[src/rtl/mfp_hex_serial_display_driver.sv]
// Hex display driver for a chained 74HC595 pair: decodes one digit per
// frame, shifts {seg,sel} MSB-first, latches, and holds before the next.
module mfp_hex_serial_display_driver #(
  parameter int N_DIGITS       = 8,
  parameter int CLK_DIV        = 8,
  parameter int HOLD_CYCLES    = 50000,
  parameter int SEG_ACTIVE_LOW = 1
) (
  input  logic                  clk,
  input  logic                  rst_n,
  input  logic [4*N_DIGITS-1:0] hex,
  input  logic [N_DIGITS-1:0]   dots,
  input  logic                  enable,
  output logic                  sclk,
  output logic                  sdo,
  output logic                  rclk,
  output logic [2:0]            digit
);

  typedef enum logic [1:0] {LOAD, SHIFT, LATCH, HOLD} state_t;

  localparam int MAXC = (CLK_DIV > HOLD_CYCLES) ? CLK_DIV : HOLD_CYCLES;
  localparam int CW   = (MAXC > 1) ? $clog2(MAXC) : 1;
  localparam int HW   = 4 * N_DIGITS;

  localparam logic [CW-1:0] DIV_LAST  = CW'(CLK_DIV - 1);
  localparam logic [CW-1:0] HOLD_LAST = CW'(HOLD_CYCLES - 1);
  localparam logic [2:0]    DIG_LAST  = 3'(N_DIGITS - 1);

  state_t          state, state_d;
  logic [CW-1:0]   cnt, cnt_d;
  logic [3:0]      bit_cnt, bit_d;
  logic [15:0]     frame, frame_d;
  logic [HW-1:0]   hex_sh;
  logic [N_DIGITS-1:0] dots_sh;
  logic            en_sh;
  logic            snap;
  logic            sclk_d, sdo_d, rclk_d;
  logic [2:0]      digit_d;

  logic [31:0]     hex_pad;
  logic [7:0]      dots_pad;
  logic            en_eff;
  logic [3:0]      nib;
  logic [7:0]      seg_raw, seg_byte, sel_byte;
  logic [15:0]     frame_new;

  function automatic logic [6:0] seg7(input logic [3:0] n);
    logic [6:0] s;
    s = 7'h00;
    case (n)
      4'h0: s = 7'h3F;
      4'h1: s = 7'h06;
      4'h2: s = 7'h5B;
      4'h3: s = 7'h4F;
      4'h4: s = 7'h66;
      4'h5: s = 7'h6D;
      4'h6: s = 7'h7D;
      4'h7: s = 7'h07;
      4'h8: s = 7'h7F;
      4'h9: s = 7'h6F;
      4'hA: s = 7'h77;
      4'hB: s = 7'h7C;
      4'hC: s = 7'h39;
      4'hD: s = 7'h5E;
      4'hE: s = 7'h79;
      4'hF: s = 7'h71;
    endcase
    return s;
  endfunction

  // Digit 0 reads the live inputs so the frame matches the snapshot taken
  // in that same LOAD cycle.
  always_comb begin
    hex_pad  = '0;
    dots_pad = '0;
    en_eff   = en_sh;
    hex_pad[HW-1:0]        = hex_sh;
    dots_pad[N_DIGITS-1:0] = dots_sh;
    if (digit == 3'd0) begin
      hex_pad[HW-1:0]        = hex;
      dots_pad[N_DIGITS-1:0] = dots;
      en_eff                 = enable;
    end
    nib       = hex_pad[{digit, 2'b00} +: 4];
    seg_raw   = en_eff ? {dots_pad[digit], seg7(nib)} : 8'h00;
    seg_byte  = (SEG_ACTIVE_LOW != 0) ? ~seg_raw : seg_raw;
    sel_byte  = 8'd1 << digit;
    frame_new = {seg_byte, sel_byte};
  end

  always_comb begin
    state_d = state;
    cnt_d   = cnt;
    bit_d   = bit_cnt;
    frame_d = frame;
    digit_d = digit;
    sclk_d  = sclk;
    sdo_d   = sdo;
    rclk_d  = rclk;
    snap    = 1'b0;
    unique case (state)
      LOAD: begin
        snap    = (digit == 3'd0);
        frame_d = frame_new;
        sdo_d   = frame_new[15];
        cnt_d   = '0;
        bit_d   = '0;
        state_d = SHIFT;
      end
      SHIFT: begin
        if (cnt == DIV_LAST) begin
          cnt_d = '0;
          if (!sclk) begin
            sclk_d = 1'b1;
          end else begin
            sclk_d = 1'b0;
            if (bit_cnt == 4'd15) begin
              rclk_d  = 1'b1;
              state_d = LATCH;
            end else begin
              bit_d   = bit_cnt + 4'd1;
              frame_d = {frame[14:0], 1'b0};
              sdo_d   = frame[14];
            end
          end
        end else begin
          cnt_d = cnt + 1'b1;
        end
      end
      LATCH: begin
        if (cnt == DIV_LAST) begin
          cnt_d   = '0;
          rclk_d  = 1'b0;
          state_d = HOLD;
        end else begin
          cnt_d = cnt + 1'b1;
        end
      end
      HOLD: begin
        if (cnt == HOLD_LAST) begin
          cnt_d   = '0;
          digit_d = (digit == DIG_LAST) ? 3'd0 : digit + 3'd1;
          state_d = LOAD;
        end else begin
          cnt_d = cnt + 1'b1;
        end
      end
    endcase
  end

  always_ff @(posedge clk or negedge rst_n) begin
    if (!rst_n) begin
      state   <= LOAD;
      cnt     <= '0;
      bit_cnt <= '0;
      frame   <= '0;
      hex_sh  <= '0;
      dots_sh <= '0;
      en_sh   <= 1'b0;
      sclk    <= 1'b0;
      sdo     <= 1'b0;
      rclk    <= 1'b0;
      digit   <= 3'd0;
    end else begin
      state   <= state_d;
      cnt     <= cnt_d;
      bit_cnt <= bit_d;
      frame   <= frame_d;
      sclk    <= sclk_d;
      sdo     <= sdo_d;
      rclk    <= rclk_d;
      digit   <= digit_d;
      if (snap) begin
        hex_sh  <= hex;
        dots_sh <= dots;
        en_sh   <= enable;
      end
    end
  end

endmodule

[config.mk]
export PLATFORM = sky130hd
export DESIGN_NAME = mfp_hex_serial_display_driver
export DESIGN_NICKNAME = d
export VERILOG_FILES = /design/src/rtl/mfp_hex_serial_display_driver.sv
export SDC_FILE = /design/constraint.sdc
export NUM_CORES = 1
export LEC_CHECK = 0
export BUFFER_PORTS_ARGS = -buffer_cell sky130_fd_sc_hd__buf_4
export CORE_AREA = 2 2 119 121
export DETAILED_ROUTE_END_ITERATION = 6
export DIE_AREA = 0 0 121 123
export PLACE_DENSITY = 0.56
export SETUP_SLACK_MARGIN = 0.3
export SLEW_MARGIN = 20
export SYNTH_ARGS = -nofsm -noshare
export SYNTH_HDL_FRONTEND = slang
export SYNTH_SLANG_ARGS = --single-unit
[constraint.sdc]
create_clock -name clk -period 5.1 [get_ports clk]
set_input_delay 0.51 -clock clk [delete_from_list [all_inputs] [get_ports clk]]
set_output_delay 0.51 -clock clk [all_outputs]
set_load 0.01 [all_outputs]
==> impl_metrics.json <==
{
  "die_h_um": 123,
  "status": "finished, final reports clean",
  "clockRootBuffer": "clkbuf_16",
  "ys_seq_area_frac": 0.448,
  "area_growth_pct": 17.5,
  "max_cap_violations": 0,
  "drive_gt1_frac": 0.276,
  "async_reset_ff_frac": 1.00,
  "worst_pin_slew_ns": 1.01,
  "critPathSlowestCell": "dfrtp_1",
  "antennaDiodeCount": 0,
  "vdd_drop_max_v": 0.000144,
  "placed_area_um2": 5210,
  "end_kind": "register",
  "pin_count": 49,
  "grtUsageTotal": 0.144,
  "port_buffers": 48,
  "critPathTopFamily": "multiplexers",
  "wl_met1_um": 4820,
  "grt-ovfl-total": 0,
  "cts_resized": 0,
  "synth_cell_types": 46,
  "required_ns": 5.37,
  "post_cts_buffers": 0,
  "cts.clk_slew.worst_paths_ns": 0.06,
  "hold_viol_final": 0,
  "worst_slack_ns": 1.24,
  "drc_errors": 0,
  "hpwl_um": 7240,
  "arrival_ns": 4.12,
  "die-area_um2": 14900,
  "r2r-start": "digit[1]",
  "crit_chain": "clkinv_1 -> ha_1 -> nand2b_4 -> mux4_2 -> mux4_2 -> inv_2 -> ha_1 -> inv_1 -> o31ai_1 -> a21oi_1 -> nor2_1",
  "p_leak_nw": 2.35,
  "synth_edf_count": 0,
  "gp_congestion": 0.840,
  "cp-endpoint": "frame[13]",
  "place_ws_ns": 1.25,
  "layout_min_cycle_time_ns": 3.86,
  "rows": 43,
  "worstSetupStartpointType": "register",
  "grt_max_degree": 85,
  "synth.area.top_cells": "dfrtp_1, mux2_2, mux4_2",
  "clock-sinks": 84,
  "fin_tns_setup_ns": 0,
  "max_slew_margin": 0.323,
  "core_area_um2": 13600,
  "ff2ff_setup_slack_ns": 1.24,
  "grt_pass1_vias": 3429,
  "rsz0062_at_grt": "false",
  "finalCritPeriodShare": 0.757,
  "min_path_type": "input port to asynchronous set/reset pin",
  "worstSetupPathDepth": 11,
  "first_pass_iters": 5,
  "syn_area_um2": 4690,
  "via_per_inst": 5.13,
  "cts_tree": "built",
  "met2_length_um": 4990,
  "routed_wl_um": 10200,
  "finalInstanceArea_um2": 5510,
  "ys_warn_count": 0,
  "synth_top_area_frac": 0.448,
  "fin_util": 0.405,
  "synth_nets": 491,
  "hold_buffers": 0,
  "clk_path_buf_depth": 2,
  "cts_buffers": 9,
  "ant_nets": 0,
  "drt_iter0_markers": 175,
  "ys.flop_type": "dfrtp_1",
  "path_class": "register to register",
  "reg2reg_to": "frame[13]",
  "powerDensity_nw_per_um2": 264,
  "yosysTopAreaCell": "dfrtp_1",
  "path_max_fanout": 17,
  "cp_slowest_stage_delay_ns": 0.64,
  "finalMaxSlewViolations": 0,
  "r2r_cells": 11,
  "cp-startpoint": "digit[1]",
  "fmax_ghz": 0.259,
  "die_width_um": 121,
  "wire_per_inst_um": 15.6,
  "setup_viol": 0,
  "htreeDepth": 3,
  "p_total_mw": 1.45,
  "top_layer": "met4",
  "path_buf_inv": 3,
  "grt_pass1_wl_um": 16900,
  "skew_ns": 0.00496,
  "synthesis.instances": 429,
  "antenna_found_initial": 0,
  "synth_area_per_cell_um2": 10.9,
  "initial_core_util": 0.345,
  "met3_length_um": 245,
  "insertion_delay_ns": 0.33,
  "num_vias": 3352,
  "postSynthRegisterBits": 84,
  "fin_nets": 531
}
==> state kept, by name, indices dropped and copies added, names as in the netlist <==
| signal | flops |
|---|---|
| rclk | 1 |
| cnt | 16 |
| bit_cnt | 4 |
| sdo | 1 |
| dots_sh | 8 |
| state | 2 |
| en_sh | 1 |
| hex_sh | 32 |
| digit | 3 |
| frame | 15 |
| sclk | 1 |
==> layer usage <==
metal | track usage | vias to the layer above
met2 | 0.242 | 57
met5 | 0 | -
met1 | 0.187 | 1677
met3 | 0.0198 | 10
li1 | - | 1608
met4 | 0.0603 | 0
==> worst min path at each step <==
| stage | startpoint | endpoint | cells past startpoint |
|---|---|---|---|
| finish | rst_n | cnt[10] | 1 |
| global route | rst_n | cnt[12] | 1 |
| CTS | hex[28] | hex_sh[28] | 2 |
| detailed placement | cnt[0] | cnt[0] | 1 |
| global placement | cnt[0] | cnt[0] | 1 |
| floorplan | rst_n | bit_cnt[0] | 0 |
==> area by class of cell <==
class,count,area (um2)
clock buffer,10,239
clock inverter,6,62.6
fill,1310,8100
inverter,16,60.1
multi-input combinational,307,2440
sequential,84,2100
tap,180,225
timing repair buffer,51,387
==> per-stage QoR <==
| step | hold WS [ns] | cells |
|---|---|---|
| 2_1_floorplan | 0.214 | 429 |
| 3_3_place_gp | 0.445 | 638 |
| 3_5_place_dp | 0.452 | 638 |
| 4_1_cts | 0.397 | 654 |
| 5_1_grt | 0.295 | 654 |
| 6_report | 0.224 | 654 |
==> cell usage in the layout, fill, tap and decap left out, drive strengths merged, types with 3 or more instances in the layout <==
cell type / instances
a21oi: 19
nand2: 28
nor3: 14
o31ai: 3
buf: 51
a32oi: 3
ha: 19
xor2: 8
nand3: 9
mux4: 12
inv: 16
mux2: 47
clkinv: 5
a211oi: 3
mux2i: 23
xnor2: 8
nor2b: 7
nand3b: 9
clkbuf: 10
a31oi: 3
nand4: 5
nor4: 3
nor2: 42
o21ai: 13
nor3b: 3
nand2b: 8
o2111ai: 3
dfrtp: 84
==> report_power, final <==
group          leakage, nW  internal, mW  total, mW  switching, mW
sequential            1.04         0.686      0.697         0.0107
clock                0.153         0.393      0.659          0.266
combinational         1.15        0.0523     0.0974         0.0451
==> logic make-up after synthesis <==
group                      synth area share
AOI/OAI and AO/OA                    0.0760
xor gates and xnor gates             0.0299
adders and majority gates            0.0507
buffers and inverters                0.0339
DFF                                   0.448
muxes                                 0.220
and+or+nand+nor                       0.142
==> synth_stat cells (8+ instances only) <==
library cell and count:
nor3_1 14, ha_1 19, nor2_1 42, mux2_2 46
xnor2_1 8, mux2i_1 23, nand3_1 9, nand2_1 28
inv_1 14, mux4_2 12, a21oi_1 19, clkbuf_1 10
xor2_1 8, o21ai_0 13, dfrtp_1 84, nand3b_1 9
(Power assumes the default switching activity.)
